==> src/rtl/imgproc_pkg.sv <==
// Shared image-processing types and defaults.
// Used by the threshold generator and its bias adder.
package imgproc_pkg;

  localparam int PIX_W_DEFAULT       = 8;
  localparam int LOG2_PIXELS_DEFAULT = 16;
  localparam int THR_INIT_DEFAULT    = 128;

  typedef enum logic [1:0] {
    IDLE  = 2'd0,
    ACCUM = 2'd1,
    CALC  = 2'd2
  } thr_state_e;

endpackage

==> src/rtl/sat_add_bias.sv <==
// Adds a signed bias to an unsigned mean.
// The result is clamped to the unsigned pixel range.
module sat_add_bias #(
  parameter int W = 8
) (
  input  logic [W-1:0] mean,
  input  logic [W-1:0] bias,
  output logic [W-1:0] sum_sat
);

  logic signed [W+1:0] a;
  logic signed [W+1:0] b;
  logic signed [W+1:0] s;

  assign a = $signed({2'b00, mean});
  assign b = $signed({{2{bias[W-1]}}, bias});
  assign s = a + b;

  always_comb begin
    sum_sat = s[W-1:0];
    if (s[W+1]) begin
      sum_sat = '0;
    end else if (s[W]) begin
      sum_sat = '1;
    end
  end

endmodule

==> src/rtl/mean_threshold_gen.sv <==
// Per-frame mean of pixels published as the next frame's threshold.
// Define THRESHOLD_BIAS_EN to add a saturating signed bias port.
module mean_threshold_gen
  import imgproc_pkg::*;
#(
  parameter int PIX_W       = PIX_W_DEFAULT,
  parameter int LOG2_PIXELS = LOG2_PIXELS_DEFAULT,
  parameter int THR_INIT    = THR_INIT_DEFAULT
) (
  input  logic             clk,
  input  logic             rst,
  input  logic             frame_start,
  input  logic             pix_valid,
  input  logic [PIX_W-1:0] pix_data,
`ifdef THRESHOLD_BIAS_EN
  input  logic [PIX_W-1:0] bias,
`endif
  output logic [PIX_W-1:0] thr_out,
  output logic             thr_valid,
  output logic             busy
);

  localparam int SUM_W = PIX_W + LOG2_PIXELS;
  localparam int CNT_W = LOG2_PIXELS + 1;
  localparam logic [CNT_W-1:0] CNT_FULL =
    {1'b1, {LOG2_PIXELS{1'b0}}};
  localparam logic [CNT_W-1:0] CNT_ONE =
    CNT_W'(1);

  thr_state_e state;
  thr_state_e state_nxt;

  logic [SUM_W-1:0] sum;
  logic [CNT_W-1:0] cnt;
  logic [CNT_W-1:0] cnt_inc;
  logic             last_pix;
  logic             seed_last;
  logic             accum_en;
  logic             calc_en;
  logic [PIX_W-1:0] mean;
  logic [PIX_W-1:0] thr_calc;

  assign cnt_inc   = cnt + CNT_ONE;
  assign last_pix  = (cnt_inc == CNT_FULL);
  assign seed_last = (CNT_FULL == CNT_ONE);
  assign mean      = sum[SUM_W-1:LOG2_PIXELS];

  always_ff @(posedge clk or posedge rst) begin
    if (rst) begin
      state <= IDLE;
    end else begin
      state <= state_nxt;
    end
  end

  // A restart wins over any in-flight completion.
  always_comb begin
    state_nxt = state;
    unique case (state)
      IDLE: begin
        if (frame_start) begin
          state_nxt = (pix_valid && seed_last)
                    ? CALC : ACCUM;
        end
      end
      ACCUM: begin
        if (frame_start) begin
          state_nxt = (pix_valid && seed_last)
                    ? CALC : ACCUM;
        end else if (pix_valid && last_pix) begin
          state_nxt = CALC;
        end
      end
      CALC: begin
        if (frame_start) begin
          state_nxt = (pix_valid && seed_last)
                    ? CALC : ACCUM;
        end else begin
          state_nxt = IDLE;
        end
      end
      default: state_nxt = IDLE;
    endcase
  end

  always_comb begin
    busy     = 1'b0;
    accum_en = 1'b0;
    calc_en  = 1'b0;
    unique case (state)
      IDLE: begin
        busy = 1'b0;
      end
      ACCUM: begin
        busy     = 1'b1;
        accum_en = pix_valid && !frame_start;
      end
      CALC: begin
        busy    = 1'b1;
        calc_en = 1'b1;
      end
      default: busy = 1'b0;
    endcase
  end

  always_ff @(posedge clk or posedge rst) begin
    if (rst) begin
      sum <= '0;
      cnt <= '0;
    end else begin
      unique case (1'b1)
        frame_start: begin
          sum <= pix_valid ? SUM_W'(pix_data) : '0;
          cnt <= pix_valid ? CNT_ONE : '0;
        end
        accum_en: begin
          sum <= sum + SUM_W'(pix_data);
          cnt <= cnt_inc;
        end
        default: begin
          sum <= sum;
          cnt <= cnt;
        end
      endcase
    end
  end

`ifdef THRESHOLD_BIAS_EN
  sat_add_bias #(
    .W(PIX_W)
  ) u_sat_add_bias (
    .mean   (mean),
    .bias   (bias),
    .sum_sat(thr_calc)
  );
`else
  assign thr_calc = mean;
`endif

  always_ff @(posedge clk or posedge rst) begin
    if (rst) begin
      thr_out   <= PIX_W'(THR_INIT);
      thr_valid <= 1'b0;
    end else begin
      thr_valid <= calc_en;
      if (calc_en) begin
        thr_out <= thr_calc;
      end
    end
  end

endmodule

==> config.mk <==
export PLATFORM = sky130hd
export DESIGN_NAME = mean_threshold_gen
export DESIGN_NICKNAME = d
export VERILOG_FILES = /design/src/rtl/imgproc_pkg.sv /design/src/rtl/sat_add_bias.sv /design/src/rtl/mean_threshold_gen.sv
export SDC_FILE = /design/constraint.sdc
export NUM_CORES = 1
export LEC_CHECK = 0
export ABC_AREA = 1
export ABC_CLOCK_PERIOD_IN_PS = 1940
export CORE_ASPECT_RATIO = 0.7
export CORE_UTILIZATION = 40
export DETAILED_ROUTE_END_ITERATION = 8
export GPL_TIMING_DRIVEN = 0
export PLACE_DENSITY_LB_ADDON = 0.3
export SYNTH_ARGS = -nofsm -noshare
export SYNTH_HDL_FRONTEND = slang
export SYNTH_HIERARCHICAL = 1
export SYNTH_SLANG_ARGS = --single-unit
==> constraint.sdc <==
create_clock -name clk -period 1.94 [get_ports clk]
set_input_delay 0.388 -clock clk [delete_from_list [all_inputs] [get_ports clk]]
set_output_delay 0.388 -clock clk [all_outputs]
set_load 0.01 [all_outputs]
==> summary.md, run 1 <==
| Metric | Value |
|---|---|
| Worst skew pair latency | roughly 0.30 ns |
| Clk slew on worst S/H paths | approximately 0.070 ns |
| Grt total ovfl | 0 |
| Ports | 22 |
| # H-tree levels | 2 |
| Maximum VDD drop | 0.618 mV |
| Setup crit start kind | register |
| Run status | complete, but fails checks |
| Synthesized instance count | 429 |
| Crit path largest cell delay | 0.39 ns |
| I/O Buffers | 20 |
| Vias in the first global route | about 2800 |
| Final worst slack | -0.0953 ns |
| CTS tree | built |
| Number of detailed-route iterations in the first pass | 5 |
| Ys Warns | 6 |
| Detailed Place HPWL | 5.93 mm |
| FF-to-FF path depth | 13 |
| Commonest cells post-synth | nand2_1, dfrtp_1, inv_1, nand3_1, nor2_1 |
| Final ANT Viol Nets | 0 |
| Hold Crit Class | in -> async |
| Post-synth EDFFs | 0 |
| Initial antenna violation count | 0 |
| FF-to-FF setup slack | -0.1 ns |
| Period utilization | 1.05 |
| Die area | 8480 sq um |
| Syn nets | 455 |
| Violations in the final reports | setup timing |
| Slew Viols, Final | 0 |
| GPL Wtd Cong | 0.841 |
| Max clock buf depth | 2 |
| Fin cells | approximately 580 |
| Ratio of cells with drive above 1 in the final layout | 0.222 |
| Fin Setup TNS | -0.297 ns |
| Synth area leader | dfrtp_1 |
| GRT Util Overall | 0.210 |
| Routed WL | 8.53 mm |
| Post-Syn Area | 3240 sq um |
| Mapped Avg Cell Area | between 7 and 8 sq um |
| Sink Count | 52 |
| Yosys top cell area share | 0.394 |
| Synth Flop Type | dfrtp_1 |
| Critical path peak fanout | 5 |
| Dpl cells | 551 |
| Antenna diodes | 0 |
| FMAX | 491 MHz |
| Max-cap violations | 0 |
| Via-to-Cell Ratio | 5.36 |
| Placement row count | 27 |
| Synthesized flop and latch total | 52 |
| Global-route wire length before repair | 13.7 mm |
| Core Area | 7870 sq um |
| Fin crit period | approximately 2.0 ns |
| CTS root buffer | clkbuf_16 |
| Initial Utilization | 0.412 |
| DRC Markers | 0 |
| CP Capture Type | register |
| RSZ-0062 raised after global routing | yes |
| Crit path cell chain | ha_4 > inv_2 > fa_2 > inv_2 > nand3_2 > nand2_4 > a21boi_4 > o21ai_2 > nand2_2 > nor2_4 > nand2_2 > nand3_2 > o21ai_1 |
| Power density cells | ~950 nW/um^2 |
| Synth cell types | 41 |
| Final nets | ~500 |
| Top post-synthesis cells by area | dfrtp_1, nand2_1, nand3_1 |
| Worst EP required | 2.12 ns |
| Vias | slightly above 3000 |
| Actual slew at the worst max-slew pin | 0.597 ns |
| Die width | 110 um |
| Area growth syn-to-layout | 29.1% |
| Asr flop ratio synth | 1.00 |
| Rel. slew slack | 0.602 |
| CTS Hold Buffers Added | 0 |
| Dominant cell by count in the synthesized netlist | nand2_1 |
| Critical path's slowest cell | dfrtp_1 |
| DR iter-0 viols | 175 |
| Dpl ws | -0.877 ns |
| DR WL/cell | ~15 um |
| Die height | 77.3 um |
| Clock Skew | approximately 0.0048 ns |
| Cts bufs inserted | 5 |
| Leak | 0.00182 uW |
| Sequential share of the synthesized area | 0.402 |
| Largest net degree at the start of global routing | 30 |
| WS Path Type | reg -> reg |
| Final Hold Viols | 0 |
| Worst EP arrival | 2.21 ns |
| # setup viols final | 4 |
path summary, 6_finish.rpt:
path | endpoint | start
min reg2reg | thr_out[7] | thr_out[7]
max in group asynchronous | thr_out[7] | rst
min | cnt[13] | rst
max reg2reg | sum[14] | sum[0]
min in group clk | sum[2] | pix_valid
max | sum[14] | sum[0]
cell usage in the layout, fill, tap and decap left out, types with 2 or more instances in the layout:
cell,Yosys,routed
nor3_1,7,6
o21ai_0,31,29
nand2_4,0,2
buf_12,0,2
xor2_1,4,4
clkdlybuf4s50_1,0,13
dlymetal6s2s_1,0,3
inv_2,6,9
o22ai_1,8,8
dfrtp_2,0,3
clkbuf_4,0,3
o21ai_1,12,10
ha_4,0,8
or2_2,2,2
dfrtp_1,51,48
a21oi_1,18,15
nor3_2,2,2
nand4_1,9,9
nor2_2,6,7
clkbuf_1,7,3
o21ai_2,0,3
nand3_2,1,7
a31oi_1,3,3
ha_1,13,5
clkbuf_16,0,5
buf_2,2,2
a2bb2oi_1,2,2
dlygate4sd2_1,0,3
nand3_1,43,37
inv_1,49,46
nor2_1,33,28
nand2_2,3,10
buf_4,0,15
nand2_1,95,85
a21oi_2,0,3
nor2_4,3,7
o21bai_1,2,2
critical path, delay by kind of cell (launching register included):
kind,cells,cell delay [ns]
DFF,1,0.39
and+or+nand+nor,6,0.63
adders and majority gates,2,0.47
AOI/OAI and AO/OA,3,0.31
buffers and inverters,2,0.11
routing by layer:
metal | GRT usage | share of wire
met2 | 0.296 | 0.43
met5 | 0 | 0
met1 | 0.327 | 0.52
met4 | 0.0507 | 0.0076
met3 | 0.0387 | 0.047
stage by stage:
step                total power [uW]  hold WS, ns  cell area (sq um)  utilization
detailed placement              2630        0.479               3620        0.459
CTS                             3880        0.480               3960        0.504
global placement                2580        0.472               3600        0.457
floorplan                       2160        0.456               3270            -
finish                          3990        0.481               4190        0.532
global route                    4220        0.495               4190        0.532
cell type report:
cell class	count	area [sq um]
Multi-Input combinational cell	312	1970
Clock buffer	5	125
Inverter	56	210
Buffer	9	48.8
Timing Repair Buffer	37	357
Sequential cell	52	1310
Tap cell	101	126
Clock inverter	3	42.5
Fill cell	754	3680
kinds of logic (layout without fill, tap and decap cells):
group	after synthesis	in the layout	share of synthesized area
flip-flops	52	52	0.402
AND/OR/NAND/NOR	208	208	0.302
AO/OA/AOI/OAI	84	84	0.146
adder cells (fa/ha/maj)	14	14	0.0563
buffers and inverters	65	110	0.0760
XOR/XNOR	6	6	0.0185
power breakdown:
| part | switching, uW | internal (uW) | total [uW] | leakage (uW) |
|---|---|---|---|---|
| registers | 133 | 1270 | 1400 | 0.000685 |
| logic | 804 | 745 | 1550 | 0.00105 |
| clock network | 431 | 608 | 1040 | 0.0000798 |
| total | 1370 | 2620 | 3990 | 0.00182 |
registers in the layout, summed over array words and instances (netlist names):
signal,flops
thr_out,8
state,2
sum,24
thr_valid,1
cnt,17
repair_timing:
item	CTS	global route
pin swaps	11	21
setup endpoints to repair	37	36
setup buffers	9	8
gates resized for setup	26	46
(Power assumes the default switching activity.)
==> run 2, diff against run 1 <==
Settings changed: CORE_UTILIZATION 40 to 53.
==> run 2 against run 1 <==
The run still ends with setup timing left. Maximum frequency grew 1.1%. Setup slack gained 0.022 ns. Routed wire length grew 1.1%. Via count grew 4.0%. Critical endpoint is now sum[18]. Largest cell class unchanged.
==> summary.md, run 2 (synthesis gave the netlist of run 1 again) <==
| Metric | Value |
|---|---|
| Run status | complete, but fails checks |
| Violations in the final reports | setup timing |
| Critical path peak fanout | 5 |
| Clk slew on worst S/H paths | about 0.11 ns |
| GPL Wtd Cong | 0.905 |
| CP dominant cell by count | inv_2 |
| # H-tree levels | 2 |
| CTS tree | built |
| Period utilization | 1.04 |
| Worst Setup SP | sum[0] |
| Via-to-Cell Ratio | ~5.8 |
| Most frequent cells in the layout | nand2_1, dfrtp_1, inv_1 |
| Detailed Place HPWL | 5.79 mm |
| Slew Viols, Final | 0 |
| DR iter-0 viols | 248 |
| Ports | 22 |
| Ratio of cells with drive above 1 in the final layout | 0.232 |
| Max reg flops | 24 |
| RSZ-0062 raised after global routing | yes |
| Rel. slew slack | 0.631 |
| Crit path cell chain | ha_4 > inv_2 > fa_2 > inv_2 > nand3_2 > nand2_4 > a21boi_4 > o21ai_2 > nand2_2 > nor2_4 > nand3_1 > o21ai_1 > nand2_1 > inv_1 |
| Initial antenna violation count | 0 |
| CP Capture Type | register |
| GRT Util Overall | 0.279 |
| Critical path buffers and inverters | 3 |
| Final nets | slightly above 500 |
| CTS root buffer | clkbuf_8 |
| Maximum VDD drop | 0.524 mV |
| Reg2reg end | sum[18] |
| Die width | 95.5 um |
| Clock Skew | approximately 0.016 ns |
| Grt total ovfl | 0 |
| Core Area | 5810 sq um |
| Most common cell after layout, fill and taps aside | nand2_1 |
| Vias in the first global route | 2811 |
| Routed WL | 8.62 mm |
| Max clock buf depth | 2 |
| Global-route wire length before repair | 13.6 mm |
| Power density cells | 903 nW/um^2 |
| Fin crit period | 2.01 ns |
| Reg with most FFs | sum |
| DR WL/cell | 15.6 um |
| Initial Utilization | 0.558 |
| Crit path largest cell delay | 0.39 ns |
| Fin util | 0.705 |
| Largest net degree at the start of global routing | 38 |
| Final worst slack | -0.0737 ns |
| Worst EP arrival | 2.29 ns |
| Area growth syn-to-layout | 26.4% |
| Die height | 67.4 um |
| FF-to-FF setup slack | -0.07 ns |
| Critical R2R Launch | sum[0] |
| Min Hold Slack | 0.355 ns |
| WP depth | 14 |
| Max-cap violations | 0 |
| Actual slew at the worst max-slew pin | 0.554 ns |
| Cts bufs inserted | 5 |
| Worst skew pair latency | 0.32 ns |
| Setup crit start kind | register |
| Critical path's slowest cell | dfrtp_1 |
| Die area | 6440 sq um |
| Number of detailed-route iterations in the first pass | 7 |
| Vias | 3203 |
| # setup viols final | 5 |
| CP Capture Point | sum[18] |
| Worst EP required | about 2.2 ns |
| FF-to-FF path depth | 14 |
| Top flop regs | sum x24, cnt x17, thr_out x8 |
| FMAX | a little under 500 MHz |
| Antenna diodes | 0 |
| Delay-heaviest family, CP | simple AND/OR/NAND/NOR gates |
| Hold Crit Class | in -> async |
| Final Hold Viols | 0 |
| I/O Buffers | 20 |
| Final ANT Viol Nets | 0 |
| Leak | 0.00177 uW |
| Placement row count | 23 |
| WS Path Type | reg -> reg |
| Filler cells | 448 |
| DRC Markers | 0 |
| Sink Count | between 50 and 60 |
run 2: cell type report:
type / instances / area, sq um / share of cell area
timing repair buffer: 41 / 369 / 0.0901
clock inverter: 3 / 21.3 / 0.00519
multi-input combinational: 312 / 1980 / 0.484
sequential: 52 / 1310 / 0.318
buffer: 9 / 46.3 / 0.0113
clock buffer: 5 / 68.8 / 0.0168
inverter: 56 / 210 / 0.0513
tap: 75 / 93.8 / 0.0229
run 2: power breakdown:
group | total, uW | internal, uW | switching [uW]
combinational | 1630 | 781 | 846
sequential | 1410 | 1270 | 142
clock | 662 | 258 | 404
total | 3700 | 2310 | 1390
run 2: routing by layer:
layer	GRT usage	vias to the layer above	part of all wire
met1	0.418	1522	0.47
li1	-	1516	-
met4	0.0690	0	0.0081
met3	0.0360	9	0.078
met5	0	-	0
met2	0.427	156	0.45
run 2: worst min path at each step:
stage | start | to | depth (start not counted)
global route | rst | thr_valid | 2
detailed placement | sum[6] | sum[6] | 2
global placement | sum[2] | sum[2] | 2
finish | rst | sum[17] | 2
CTS | rst | sum[17] | 2
floorplan | sum[2] | sum[2] | 2
run 2: repair_timing:
| action | CTS | global route |
|---|---|---|
| buffers inserted | 12 | 10 |
| hold buffers | 0 | 0 |
| setup endpoints to repair | 40 | 33 |
| gates resized for setup | 23 | 49 |
| hold endpoints to repair | 0 | 0 |
| pin swaps | 7 | 22 |
run 2: per-stage QoR:
step / worst slack [ns] / total power (uW) / instances / setup TNS, ns / instance area (sq um)
after floorplan: -0.00602 / 2160 / 429 / -0.00602 / 3270
final: -0.0737 / 3700 / 553 / -0.241 / 4100
after global placement: -0.770 / 2570 / 524 / -55.61 / 3560
after CTS: -0.0268 / 3470 / 545 / -0.0434 / 3840
after global routing: -0.217 / 3910 / 553 / -1.37 / 4100
after detailed placement: -0.857 / 2630 / 525 / -17.84 / 3580
==> run 3, diff against run 2 <==
Settings changed: CORE_UTILIZATION 53 to 55, CTS_BUF_LIST set to sky130_fd_sc_hd__clkbuf_4 sky130_fd_sc_hd__clkbuf_8.
==> run 3 against run 2 <==
The flow still finishes with violations (setup timing). Setup slack gained 0.00091 ns. Worst hold slack lost 0.026 ns. Combinational power is essentially flat. First-iteration DRC count grew 32%. Critical endpoint is now sum[22].
==> summary.md, run 3 (synthesis gave the netlist of run 1 again) <==
| Metric | Value |
|---|---|
| Power density cells | 907 nW/um^2 |
| Die width | 93.8 um |
| Die height | 66.2 um |
| Worst skew pair latency | 0.32 ns |
| Grt total ovfl | 0 |
| CP Capture Type | register |
| Worst EP required | 2.19 ns |
| Violations in the final reports | setup timing |
| WP depth | 14 |
| RSZ-0062 raised after global routing | yes |
| Clk pwr share | 0.175 |
| FMAX | 497 MHz |
| Sw frac | 0.369 |
| Max reg flops | 24 |
| Max-cap violations | 0 |
| P_sw | 1360 uW |
| # H-tree levels | 2 |
| Fin crit period | 2.01 ns |
| Maximum VDD drop | 0.547 mV |
| Vias in the first global route | roughly 2900 |
| DRC Markers | 0 |
| Fin util | 0.745 |
| Actual slew at the worst max-slew pin | 0.592 ns |
| Critical path buffers and inverters | 3 |
| Clock Skew | 0.0167 ns |
| Slew Viols, Final | 0 |
| Crit path cell chain | ha_4 > inv_2 > fa_2 > inv_2 > nand3_2 > nand2_2 > a21boi_2 > o21ai_2 > nand2_2 > nor2_4 > nand3_1 > o21ai_1 > nand2_1 > inv_1 |
| Seq pwr share | 0.380 |
| Placement row count | 22 |
| FF-to-FF setup slack | -0.07 ns |
| Leak | around 0.0018 uW |
| GPL Wtd Cong | 0.858 |
| Detailed Place HPWL | between 5 and 6 mm |
| CTS tree | built |
| Period utilization | 1.04 |
| Clk slew on worst S/H paths | 0.11 ns |
| Antenna diodes | 0 |
| Final Hold Viols | 0 |
| Sink Count | 52 |
| DR iter-0 viols | 327 |
| Most common cell after layout, fill and taps aside | nand2_1 |
| Via-to-Cell Ratio | 5.83 |
| Final nets | 501 |
| FF-to-FF path depth | 14 |
| Max clock buf depth | 2 |
| Top flop regs | sum x24, cnt x17, thr_out x8 |
| Cts bufs inserted | 5 |
| Crit path largest cell delay | 0.42 ns |
| Critical path's slowest cell | dfrtp_1 |
| Critical path peak fanout | 5 |
| Ratio of cells with drive above 1 in the final layout | 0.225 |
| # setup viols final | 3 |
| Run status | complete, but fails checks |
| Pint | 2330 uW |
| Final ANT Viol Nets | 0 |
| Initial Utilization | 0.595 |
| Routed WL | 8.48 mm |
| Rel. slew slack | 0.605 |
| Reg with most FFs | sum |
| Ports | 22 |
| Global-route wire length before repair | approximately 14 mm |
| Worst EP arrival | 2.27 ns |
| Initial antenna violation count | 0 |
| WS Path Type | reg -> reg |
| Die area | 6210 sq um |
| Vias | 3196 |
| GRT Util Overall | 0.285 |
| I/O Buffers | 20 |
| Core Area | 5450 sq um |
| Delay-heaviest family, CP | simple AND/OR/NAND/NOR gates |
| Logic gate share of total power | 0.445 |
| Fin Setup TNS | -0.195 ns |
| Final worst slack | -0.0728 ns |
| Critical R2R Launch | sum[0] |
| Hold Crit Class | in -> async |
| DR WL/cell | 15.5 um |
| Reg2reg end | sum[22] |
| Setup crit start kind | register |
| Most frequent cells in the layout | nand2_1, dfrtp_1, inv_1 |
| CTS root buffer | clkbuf_8 |
| Area growth syn-to-layout | 25.2% |
| Largest net degree at the start of global routing | 41 |
| Number of detailed-route iterations in the first pass | 5 |
## run 3: cell count changes in the layout (fill, tap and decap cells not counted), moves of 2 or more
| cell | change |
|---|---|
| inv_4 | +2 |
| nand2_2 | +3 |
| o21ai_0 | -5 |
| nand3_1 | +3 |
| dlymetal6s2s_1 | +3 |
| nor2_1 | +2 |
| o21ai_1 | +6 |
| buf_4 | -4 |
| nand2_1 | -2 |
| clkbuf_4 | +4 |
| nand3_2 | -2 |
| clkdlybuf4s50_1 | -4 |
## run 3: how the worst max path moves through the flow
stage	from	endpoint
2_1_floorplan	pix_data[0]	sum[14]
3_3_place_gp	pix_data[0]	sum[14]
3_5_place_dp	pix_data[0]	sum[22]
4_1_cts	sum[0]	sum[22]
5_1_grt	sum[0]	sum[14]
6_report	sum[0]	sum[22]
## run 3: layer usage
metal / part of all wire / track usage / vias up
li1: - / - / 1520
met1: 0.46 / 0.414 / 1509
met2: 0.46 / 0.442 / 154
met3: 0.070 / 0.0437 / 13
met4: 0.010 / 0.0788 / 0
met5: 0 / 0 / -
## run 3: power groups by stage
stage	clock (uW)	combinational [uW]	sequential, uW
2_1_floorplan	0	734	1430
3_3_place_gp	0	1180	1390
3_5_place_dp	0	1240	1400
4_1_cts	645	1430	1380
5_1_grt	695	1790	1430
6_report	644	1640	1400
## run 3: through the flow
stage               hold slack (ns)  area, sq um  worst slack, ns  std cells  total power [uW]
detailed placement            0.491         3580           -0.886        522              2640
CTS                           0.350         3830          -0.0480        541              3460
global route                  0.363         4060           -0.193        548              3910
global placement              0.472         3560           -0.785        521              2570
finish                        0.329         4060          -0.0728        548              3680
floorplan                     0.456         3270         -0.00602        429              2160
## run 3: cell type report
class / count / area [sq um]
tap: 72 / 90.1
buffer: 9 / 52.6
clock inverter: 2 / 12.5
fill: 407 / 1390
sequential: 52 / 1310
clock buffer: 6 / 76.3
inverter: 56 / 215
multi-input combinational: 312 / 1940
timing repair buffer: 39 / 373
## run 3: worst register-to-register path, delay by kind of cell (launching register included)
family          cells  cell delay (ns)
compound gates      3             0.33
fa+ha+maj           2             0.50
buf+inv             3             0.16
flops               1             0.42
simple gates        6             0.55
## run 3: repair_timing
action	in CTS	in global routing
hold endpoints to repair	0	0
gates resized for setup	25	52
pin swaps	8	20
endpoints found under the setup margin	39	42
hold buffers	0	0
buffers inserted	11	8
